==> src/rtl/dq_search_ctrl.sv <==
// dq_search_ctrl: sequences one dq minimum search. It holds Rq/Dh stable for a
// preload window, issues the 16 candidate symbol sets, waits for the datapath
// minimum, and reports either a one-cycle done pulse or a one-cycle timeout.
// Every output comes straight from a register. Each output register loads a
// value computed from the next state, so outputs line up with the FSM state.
module dq_search_ctrl #(
    parameter int N          = 32,
    parameter int NUM_VALUES = 16,
    parameter int PRE_CYCLES = 35,
    parameter int TIMEOUT    = 255
) (
    input  logic                clk,
    input  logic                rst,
    input  logic                start,
    input  logic signed [N-1:0] Rq_in,
    input  logic signed [N-1:0] Dh_in,
    input  logic                dp_busy,
    input  logic                dp_min_valid,
    input  logic signed [N-1:0] dp_dq_min,
    input  logic [4:0]          dp_q_min,
    output logic signed [N-1:0] Rq_out,
    output logic signed [N-1:0] Dh_out,
    output logic signed [2:0]   m_dI1,
    output logic signed [2:0]   m_dI2,
    output logic signed [2:0]   m_dQ1,
    output logic signed [2:0]   m_dQ2,
    output logic                invDh_valid,
    output logic                busy,
    output logic                done,
    output logic                timeout_err,
    output logic signed [N-1:0] res_dq_min,
    output logic [4:0]          res_q_min
);

    // One counter serves both the preload window and the WAIT timeout.
    localparam int CNT_MAX = (PRE_CYCLES > TIMEOUT) ? PRE_CYCLES : TIMEOUT;
    localparam int CW      = $clog2(CNT_MAX + 1);
    localparam int QW      = $clog2(NUM_VALUES);

    typedef enum logic [2:0] {
        S_IDLE,
        S_PRELOAD,
        S_ISSUE,
        S_WAIT,
        S_DONE,
        S_ERR
    } state_t;

    state_t          state_q, state_d;
    logic [QW-1:0]   q_q, q_d;
    logic [CW-1:0]   cnt_q, cnt_d;
    logic            accept;
    logic            capture;

    // Output register next values
    logic                invdh_d, busy_d, done_d, err_d;
    logic [2:0]          m_d [4];
    logic [N-1:0]        rq_d, dh_d, res_dq_d;
    logic [4:0]          res_q_d;

    logic                invdh_q, busy_q, done_q, err_q;
    logic [2:0]          m_q [4];
    logic [N-1:0]        rq_q, dh_q, res_dq_q;
    logic [4:0]          res_q_q;

    // State register with the index and cycle counters
    always_ff @(posedge clk) begin
        if (rst) begin
            state_q <= S_IDLE;
            q_q     <= '0;
            cnt_q   <= '0;
        end else begin
            state_q <= state_d;
            q_q     <= q_d;
            cnt_q   <= cnt_d;
        end
    end

    // Next-state logic: phase sequencing, start acceptance and result capture
    always_comb begin
        state_d = state_q;
        q_d     = q_q;
        cnt_d   = cnt_q;
        accept  = 1'b0;
        capture = 1'b0;
        case (state_q)
            S_IDLE: begin
                // A start is dropped while the datapath is still busy.
                if (start && !dp_busy) begin
                    accept  = 1'b1;
                    state_d = S_PRELOAD;
                    cnt_d   = '0;
                end
            end
            S_PRELOAD: begin
                if (cnt_q == CW'(PRE_CYCLES - 1)) begin
                    state_d = S_ISSUE;
                    q_d     = '0;
                    cnt_d   = '0;
                end else begin
                    cnt_d = cnt_q + CW'(1);
                end
            end
            S_ISSUE: begin
                if (q_q == QW'(NUM_VALUES - 1)) begin
                    state_d = S_WAIT;
                    cnt_d   = '0;
                end else begin
                    q_d = q_q + QW'(1);
                end
            end
            S_WAIT: begin
                // A result arriving in the final WAIT cycle still wins over the timeout.
                if (dp_min_valid) begin
                    capture = 1'b1;
                    state_d = S_DONE;
                end else if (cnt_q == CW'(TIMEOUT - 1)) begin
                    state_d = S_ERR;
                end else begin
                    cnt_d = cnt_q + CW'(1);
                end
            end
            S_DONE, S_ERR: begin
                state_d = S_IDLE;
                q_d     = '0;
                cnt_d   = '0;
            end
            default: begin
                state_d = S_IDLE;
                q_d     = '0;
                cnt_d   = '0;
            end
        endcase
    end

    // Candidate symbols: bit k of the issue index selects +1 or -1 for symbol k
    generate
        for (genvar gi = 0; gi < 4; gi++) begin : g_cand
            assign m_d[gi] = (state_d != S_ISSUE) ? 3'b000 :
                             (q_d[gi] ? 3'b001 : 3'b111);
        end
    endgenerate

    // Output logic: values each output register loads at the next edge
    always_comb begin
        invdh_d  = (state_d == S_ISSUE);
        busy_d   = (state_d != S_IDLE);
        done_d   = (state_d == S_DONE);
        err_d    = (state_d == S_ERR);
        rq_d     = accept ? Rq_in : rq_q;
        dh_d     = accept ? Dh_in : dh_q;
        res_dq_d = capture ? dp_dq_min : res_dq_q;
        res_q_d  = capture ? dp_q_min : res_q_q;
    end

    // Output registers
    always_ff @(posedge clk) begin
        if (rst) begin
            invdh_q  <= 1'b0;
            busy_q   <= 1'b0;
            done_q   <= 1'b0;
            err_q    <= 1'b0;
            rq_q     <= '0;
            dh_q     <= '0;
            res_dq_q <= '0;
            res_q_q  <= '0;
            for (int i = 0; i < 4; i++) begin
                m_q[i] <= 3'b000;
            end
        end else begin
            invdh_q  <= invdh_d;
            busy_q   <= busy_d;
            done_q   <= done_d;
            err_q    <= err_d;
            rq_q     <= rq_d;
            dh_q     <= dh_d;
            res_dq_q <= res_dq_d;
            res_q_q  <= res_q_d;
            for (int i = 0; i < 4; i++) begin
                m_q[i] <= m_d[i];
            end
        end
    end

    assign Rq_out      = rq_q;
    assign Dh_out      = dh_q;
    assign m_dI1       = m_q[0];
    assign m_dI2       = m_q[1];
    assign m_dQ1       = m_q[2];
    assign m_dQ2       = m_q[3];
    assign invDh_valid = invdh_q;
    assign busy        = busy_q;
    assign done        = done_q;
    assign timeout_err = err_q;
    assign res_dq_min  = res_dq_q;
    assign res_q_min   = res_q_q;

endmodule

==> config.mk <==
export PLATFORM = sky130hd
export DESIGN_NAME = dq_search_ctrl
export DESIGN_NICKNAME = d
export VERILOG_FILES = /design/src/rtl/dq_search_ctrl.sv
export SDC_FILE = /design/constraint.sdc
export NUM_CORES = 1
export LEC_CHECK = 0
export CORE_UTILIZATION = 41
export DETAILED_ROUTE_END_ITERATION = 7
export PLACE_DENSITY_LB_ADDON = 0.12
export SETUP_SLACK_MARGIN = 0.1
export SYNTH_ARGS = -nofsm -noshare
export SYNTH_HDL_FRONTEND = slang
export SYNTH_SLANG_ARGS = --single-unit
==> constraint.sdc <==
create_clock -name clk -period 2 [get_ports clk]
set_clock_uncertainty 0.2 [all_clocks]
set_input_delay 0.4 -clock clk [delete_from_list [all_inputs] [get_ports clk]]
set_output_delay 0.4 -clock clk [all_outputs]
set_load 0.005 [all_outputs]
Word-level counts from Yosys, hierarchy flattened --
Memories as Yosys holds them, arrays and structs flattened. Index checks and enable logic that the tools add are counted.
Word-level totals: register bits 120, memory bits (writable) 12, output and inout port bits 117, logic and storage cells 72, memories 1
Operators by class: add/subtract/negate cells 2, equality and inequality tests 14, mux-type cells 34, bitwise operators 4, reductions and logical operators 6
Memory list:
- m_q | depth 4, bits a word 3, rd ports 4, clocked after memory_dff 0, wr ports 4, RTL line 62 | logic [2:0] m_q [4];
Operator list (number):
- $mux 3 | 17
- $mux 8 | 5
- $pmux 8 s4 | 1
- $pmux 3 s4 | 1
- $pmux 4 s3 | 1
- $eq 3x2->1 const B | 3
- $add 8x1->8 const B | 1
- $eq 8x6->1 const B | 1
- $eq 8x8->1 const B | 1
- $mux 4 | 2
- $ne 2x2->1 const B | 4
- $mux 1 | 7
- $eq 3x3->1 const B | 2
- $add 4x1->4 const B | 1
- $eq 4x4->1 const B | 1
- $or 1x1->1 | 4
- $reduce_and 4->1 | 1
- $eq 3x1->1 const B | 1
- $logic_not 3->1 | 1
- $ne 3x2->1 const B | 1
- $reduce_bool 3->1 | 1
- $reduce_or 2->1 | 1
- $logic_and 1x1->1 | 1
- $logic_not 1->1 | 1

Longest topological paths before layout --
word-level depth 7, gate-level depth with buffers 7

Worst setup path before layout --
No wires, ideal clock.
path kind flip-flop to flip-flop, from register q_q[0], to register cnt_q[3], setup time 0.072 ns, data arrival time 1.545 ns, path slack 0.183 ns, stages on the path, launching flop included 7, path buffers 1, period minus slack after synthesis 1.817 ns, cells stage by stage dfxtp_1 > ha_1 > nand3_1 > a22o_2 > buf_6 > a211oi_1 > mux2i_1
On the way: cells in the longest elaborated chain, start to end 3
RTL lines:
- start: declaration | RTL line 50 | logic [QW-1:0] q_q, q_d;
- start signal: assignment | RTL line 74 | q_q <= q_d;
- $eq 4x4->1 | RTL line 105 | if (q_q == QW'(NUM_VALUES - 1)) begin
- $ne 2x2->1 (no source line)
- $reduce_and 4->1 (no source line)
- end signal: assignment | RTL line 75 | cnt_q <= cnt_d;
- end: declaration | RTL line 51 | logic [CW-1:0] cnt_q, cnt_d;
No other way between the ends. A chain may end at the register's enable or synchronous reset.

Worst setup path in the final report --
from register rq_q[0] (netlist: Rq_out[0]), to output Rq_out[0]
RTL lines:
- start: declaration | RTL line 63 | logic [N-1:0] rq_q, dh_q, res_dq_q;
- start signal: assignment | RTL line 175 | rq_q <= rq_d;
- end: declaration | RTL line 21 | output logic signed [N-1:0] Rq_out,
No word-level cell between the ends.

==> results <==
- The signal on the critical path passes through clkdlybuf4s50_1.
- Of the total power, the share spent switching nets is 21.13%.
- In this run the remaining antenna-violating nets after routing total 0.
- The maximum count of clock buffers along a single path is 2.
- The worst setup path is captured at an output pin.
- A synthesized cell averages 8.049 um2.
- The utilization of the core after routing is a little over two thirds.
- For this design the ratio of total power to cell area is a little under 800 mW/mm2.
- The portion of synthesized area spent on multiplexers is approximately 1.3%.
- The area growth from synthesis to layout is 68.25%.
- The kind of cell with the highest combined delay along the critical path is buffers and inverters.
- The transition time of the tightest slew-check pin is roughly 0.63 ns.
- The DRC violation total after the first TritonRoute iteration is 356.
- In this run, synthesis inferred 0 flip-flops with an integrated enable.
- The total area inside the core boundary comes to 0.01137 mm2.
- After synthesis, the cell types taking the most area are sky130_fd_sc_hd__dfxtp_1 (52%), sky130_fd_sc_hd__nand2_1 (17%), sky130_fd_sc_hd__a21oi_1 (11%), sky130_fd_sc_hd__buf_2 (2.0%), sky130_fd_sc_hd__clkbuf_1 (1.5%).
- The complex-gate fraction of the synthesized area is 17.64%.
- For this run the aggregate overflow at the end of global routing stands at 0.
- Summing all placed instances gives a cell area of 0.007169 mm2.
- The chip width is 110.0 um.
- The final HPWL from detailed placement is 9947 um.
- The total number of vias is 4928.
- TritonCTS created 17 clock buffers.
- The cell with the largest stage delay on the worst path is sky130_fd_sc_hd__clkdlybuf4s50_1.
- CTS saw 124 sinks.
- The final design area excluding fillers is 0.008044 mm2.
- The final layout contains 923 nets.
- After detailed routing, the number of vias per cell comes to 5.096.
- The synthesized netlist net count is 703.
- Summed over all layers, the routed wires come to 15260 um.
- The routed wirelength normalized by instance count is 15.78 um.
- The number of core rows is 39.
- The post-route DRC violation count is 0.
- The xor/xnor share of the synthesized area is 0.1832%.
- The number of antenna diodes is 0.
- The clock-pin transition on the worst setup and hold timing paths is about 0.050 ns.
- The kind of launch point of the worst setup path is a flop.
- IR analysis of the VDD net gives a maximum drop of around 0.00056 V.
- After synthesis, the netlist uses 47 different library cells.
- The number of global-route vias before repair was 4555.
- Power comes to 6.326 mW.
- The H-tree was split into 4 levels.
- Clock tree synthesis selected as its root buffer the cell sky130_fd_sc_hd__clkbuf_16.
- The sequential cell area is 0.002495 mm2.
- The number of buffers and inverters on the critical path is 1.
- Before antenna repair, the detailed router went through 4 iterations.
- The headroom to the max-slew limit is between 50% and 60%.
- The switching power is between 1 and 1.5 mW.
- The relative contribution of sequential cells to total power is 40.8%.
- By area, the combinational part of the netlist is dominated by simple AND/OR/NAND/NOR gates.
- The run finished with clean final reports.
- Summing the areas of all fa, ha and maj instances in the mapped netlist gives 0.7851% of the synthesized area.
- Entering global routing, the biggest net connects 84 pins.
- The number of antenna violations at the first check in global routing is 0.
- The maximum cell stage delay along the critical path is 0.52 ns.
- The total track usage is 23.68%.
- For this design the top-level I/O count stands at about 220.
- For this design the static power due to leakage is ~3.5 nW.
- The number of synthesis warnings is 0.
- The async set or reset register ratio after synthesis is 0%.
- The number of instances in the synthesized netlist is 594.
- The max capacitance violation total is 0.
- For the worst-skew pair, the clock arrives at the later sink with an insertion delay of 0.41 ns.
- The most instantiated flip-flop cell in the synthesis netlist is sky130_fd_sc_hd__dfxtp_1.
- The peak clock frequency supported by timing is 534.4 MHz.
- Setup total negative slack on the finished layout was measured at 0 ns.
- At the end of routability-driven placement, the weighted congestion stood at roughly 0.85.
- The number of hold violations in the final report came to 0.
- The ratio of cells with drive above 1 in the final layout is 10.07%.
- The effective utilization at floorplan is a little over two fifths.
- The netlist area before placement is 0.004781 mm2.
- By instance count, the leading cell after synthesis is sky130_fd_sc_hd__nand2_1.
- The die covers 0.01210 mm2.
- The arrival time at the worst endpoint is 1.27 ns.
- The share of the clock period used by the worst path is between 90% and 100%.
- TritonCTS built the clock tree.
- Combinational logic burns 10.2% of the power.
- The clock group share of total power is 49.0%.
- The basic-gate share of the synthesized area counting and, or, nand and nor cells is 22.45%.
- After synthesis, the largest area contributor takes up 51.92% of total cell area.
- The final count of pins violating max slew is 0.
- In this run the worst hold path is classified as flop to flop.
- The combined area of the multi-input logic cells is around 0.0021 mm2.
- The layout filler cell count is 911.
- The internal power contribution is 4.989 mW.
- Setup violations remaining at the end of the flow were counted as 0.
- By count the netlist is led by sky130_fd_sc_hd__nand2_1 (212), sky130_fd_sc_hd__dfxtp_1 (124), sky130_fd_sc_hd__a21oi_1 (104).
- The die span in y is ~110 um.
- The library cell with the largest summed area after synthesis is sky130_fd_sc_hd__dfxtp_1.
- The time the worst path needs with I/O delays and setup is 1.871 ns.
- The tightest hold path in the finished design has a slack of 0.2493 ns.
- The share of synthesized area occupied by flip-flops and latches is 51.92%.
- Along the worst path, the maximum fanout reaches 2.
- During placement, the flow inserted port buffers numbering 222.
- The worst setup path is of the flop to output pin kind.
- The required time of the critical path is 1.40 ns.
- The first global-routing pass estimated 21820 um of wire.
- The number of synthesized register bits is between 100 and 150.
- Setup repair after global routing could not meet its margin everywhere.
==> power by group through the flow <==
| stage | Combinational (mW) | Clock (mW) | Sequential (mW) |
|---|---|---|---|
| 2_1_floorplan | 0.207 | 0 | 2.63 |
| 3_3_place_gp | 0.604 | 0 | 2.63 |
| 3_5_place_dp | 0.614 | 0 | 2.63 |
| 4_1_cts | 0.627 | 3.14 | 2.58 |
| 5_1_grt | 0.699 | 3.27 | 2.59 |
| 6_report | 0.646 | 3.10 | 2.58 |
==> cell usage in the layout, fill, tap and decap left out, types with 4 or more instances in the layout <==
cell type	instances
sky130_fd_sc_hd__dlymetal6s2s_1	40
sky130_fd_sc_hd__o211ai_1	8
sky130_fd_sc_hd__dfxtp_2	7
sky130_fd_sc_hd__clkdlybuf4s50_1	181
sky130_fd_sc_hd__buf_4	20
sky130_fd_sc_hd__dfxtp_1	116
sky130_fd_sc_hd__nand2_1	212
sky130_fd_sc_hd__clkbuf_8	4
sky130_fd_sc_hd__a21oi_1	104
sky130_fd_sc_hd__mux2i_1	6
sky130_fd_sc_hd__clkbuf_16	18
sky130_fd_sc_hd__buf_12	5
sky130_fd_sc_hd__a211oi_1	4
sky130_fd_sc_hd__nand3_1	5
sky130_fd_sc_hd__o21ai_0	6
sky130_fd_sc_hd__and2_1	4
sky130_fd_sc_hd__nor2_1	13
sky130_fd_sc_hd__inv_1	5
==> per-layer routing <==
layer  GRT usage (%)  vias to the layer above  part of all wire [%]
met5               0                        -                     0
met4           8.571                        0                   1.9
met3           7.995                       21                   8.9
met2           42.14                      197                    51
met1           26.06                     2293                    39
li1                -                     2417                     -
==> sequential cells by signal, indices dropped and copies added, names as in the netlist <==
signal / flops
m_q: 5
q_q: 4
timeout_err: 1
busy: 1
Rq_out: 32
res_q_min: 5
done: 1
cnt_q: 8
state_q: 3
Dh_out: 32
res_dq_min: 32
==> worst paths after layout <==
path                                           endpoint  cells after the start                     from  slack (ns)
worst max register to register    cnt_q[1]$_SDFFE_PP0P_                      5    state_q[0]$_SDFF_PP0_        0.14
worst min-delay path            Dh_out[14]$_SDFFE_PP0P_                      2  Dh_out[14]$_SDFFE_PP0P_        0.25
worst min register to register  Dh_out[14]$_SDFFE_PP0P_                      2  Dh_out[14]$_SDFFE_PP0P_        0.25
worst max-delay path                          Rq_out[0]                      1   Rq_out[0]$_SDFFE_PP0P_        0.13
==> worst register-to-register path: stages (launching register included) <==
cell	delay (ns)
sky130_fd_sc_hd__dfxtp_2	0.39
sky130_fd_sc_hd__nor3_2	0.39
sky130_fd_sc_hd__a22o_4	0.27
sky130_fd_sc_hd__buf_4	0.16
sky130_fd_sc_hd__o21ai_1	0.09
sky130_fd_sc_hd__a221oi_1	0.25
==> repair_timing <==
| action | 4_1_cts | 5_1_grt |
|---|---|---|
| hold buffers | 1 | 0 |
| buffers inserted | 0 | 2 |
| gates cloned | 0 | 2 |
| pin swaps | 0 | 3 |
| hold endpoints to repair | 1 | 0 |
| endpoints found under the setup margin | 13 | 66 |
| resized for setup | 7 | 61 |
==> logic make-up after synthesis <==
family                     after synthesis
adders and majority gates                3
AOI/OAI and AO/OA                      147
and+or+nand+nor                        258
xor gates and xnor gates                 1
buffers and inverters                   55
muxes                                    6
DFF                                    124
==> area by class of cell <==
type / instances / area share, %
Sequential cell: 124 / 31.02
Clock buffer: 22 / 6.020
Timing Repair Buffer: 249 / 32.43
Clock inverter: 7 / 1.415
Tap cell: 143 / 2.224
Inverter: 6 / 0.2800
Multi-Input combinational cell: 416 / 26.61
==> per-stage QoR <==
step / worst slack (ns) / instances
final: 0.1288 / 967
after detailed placement: -0.1782 / 933
after global routing: 0.07914 / 967
after CTS: 0.07660 / 963
after floorplan: 0.1833 / 594
after global placement: -0.1218 / 933
Note: power is estimated with default switching activity, not from simulation.
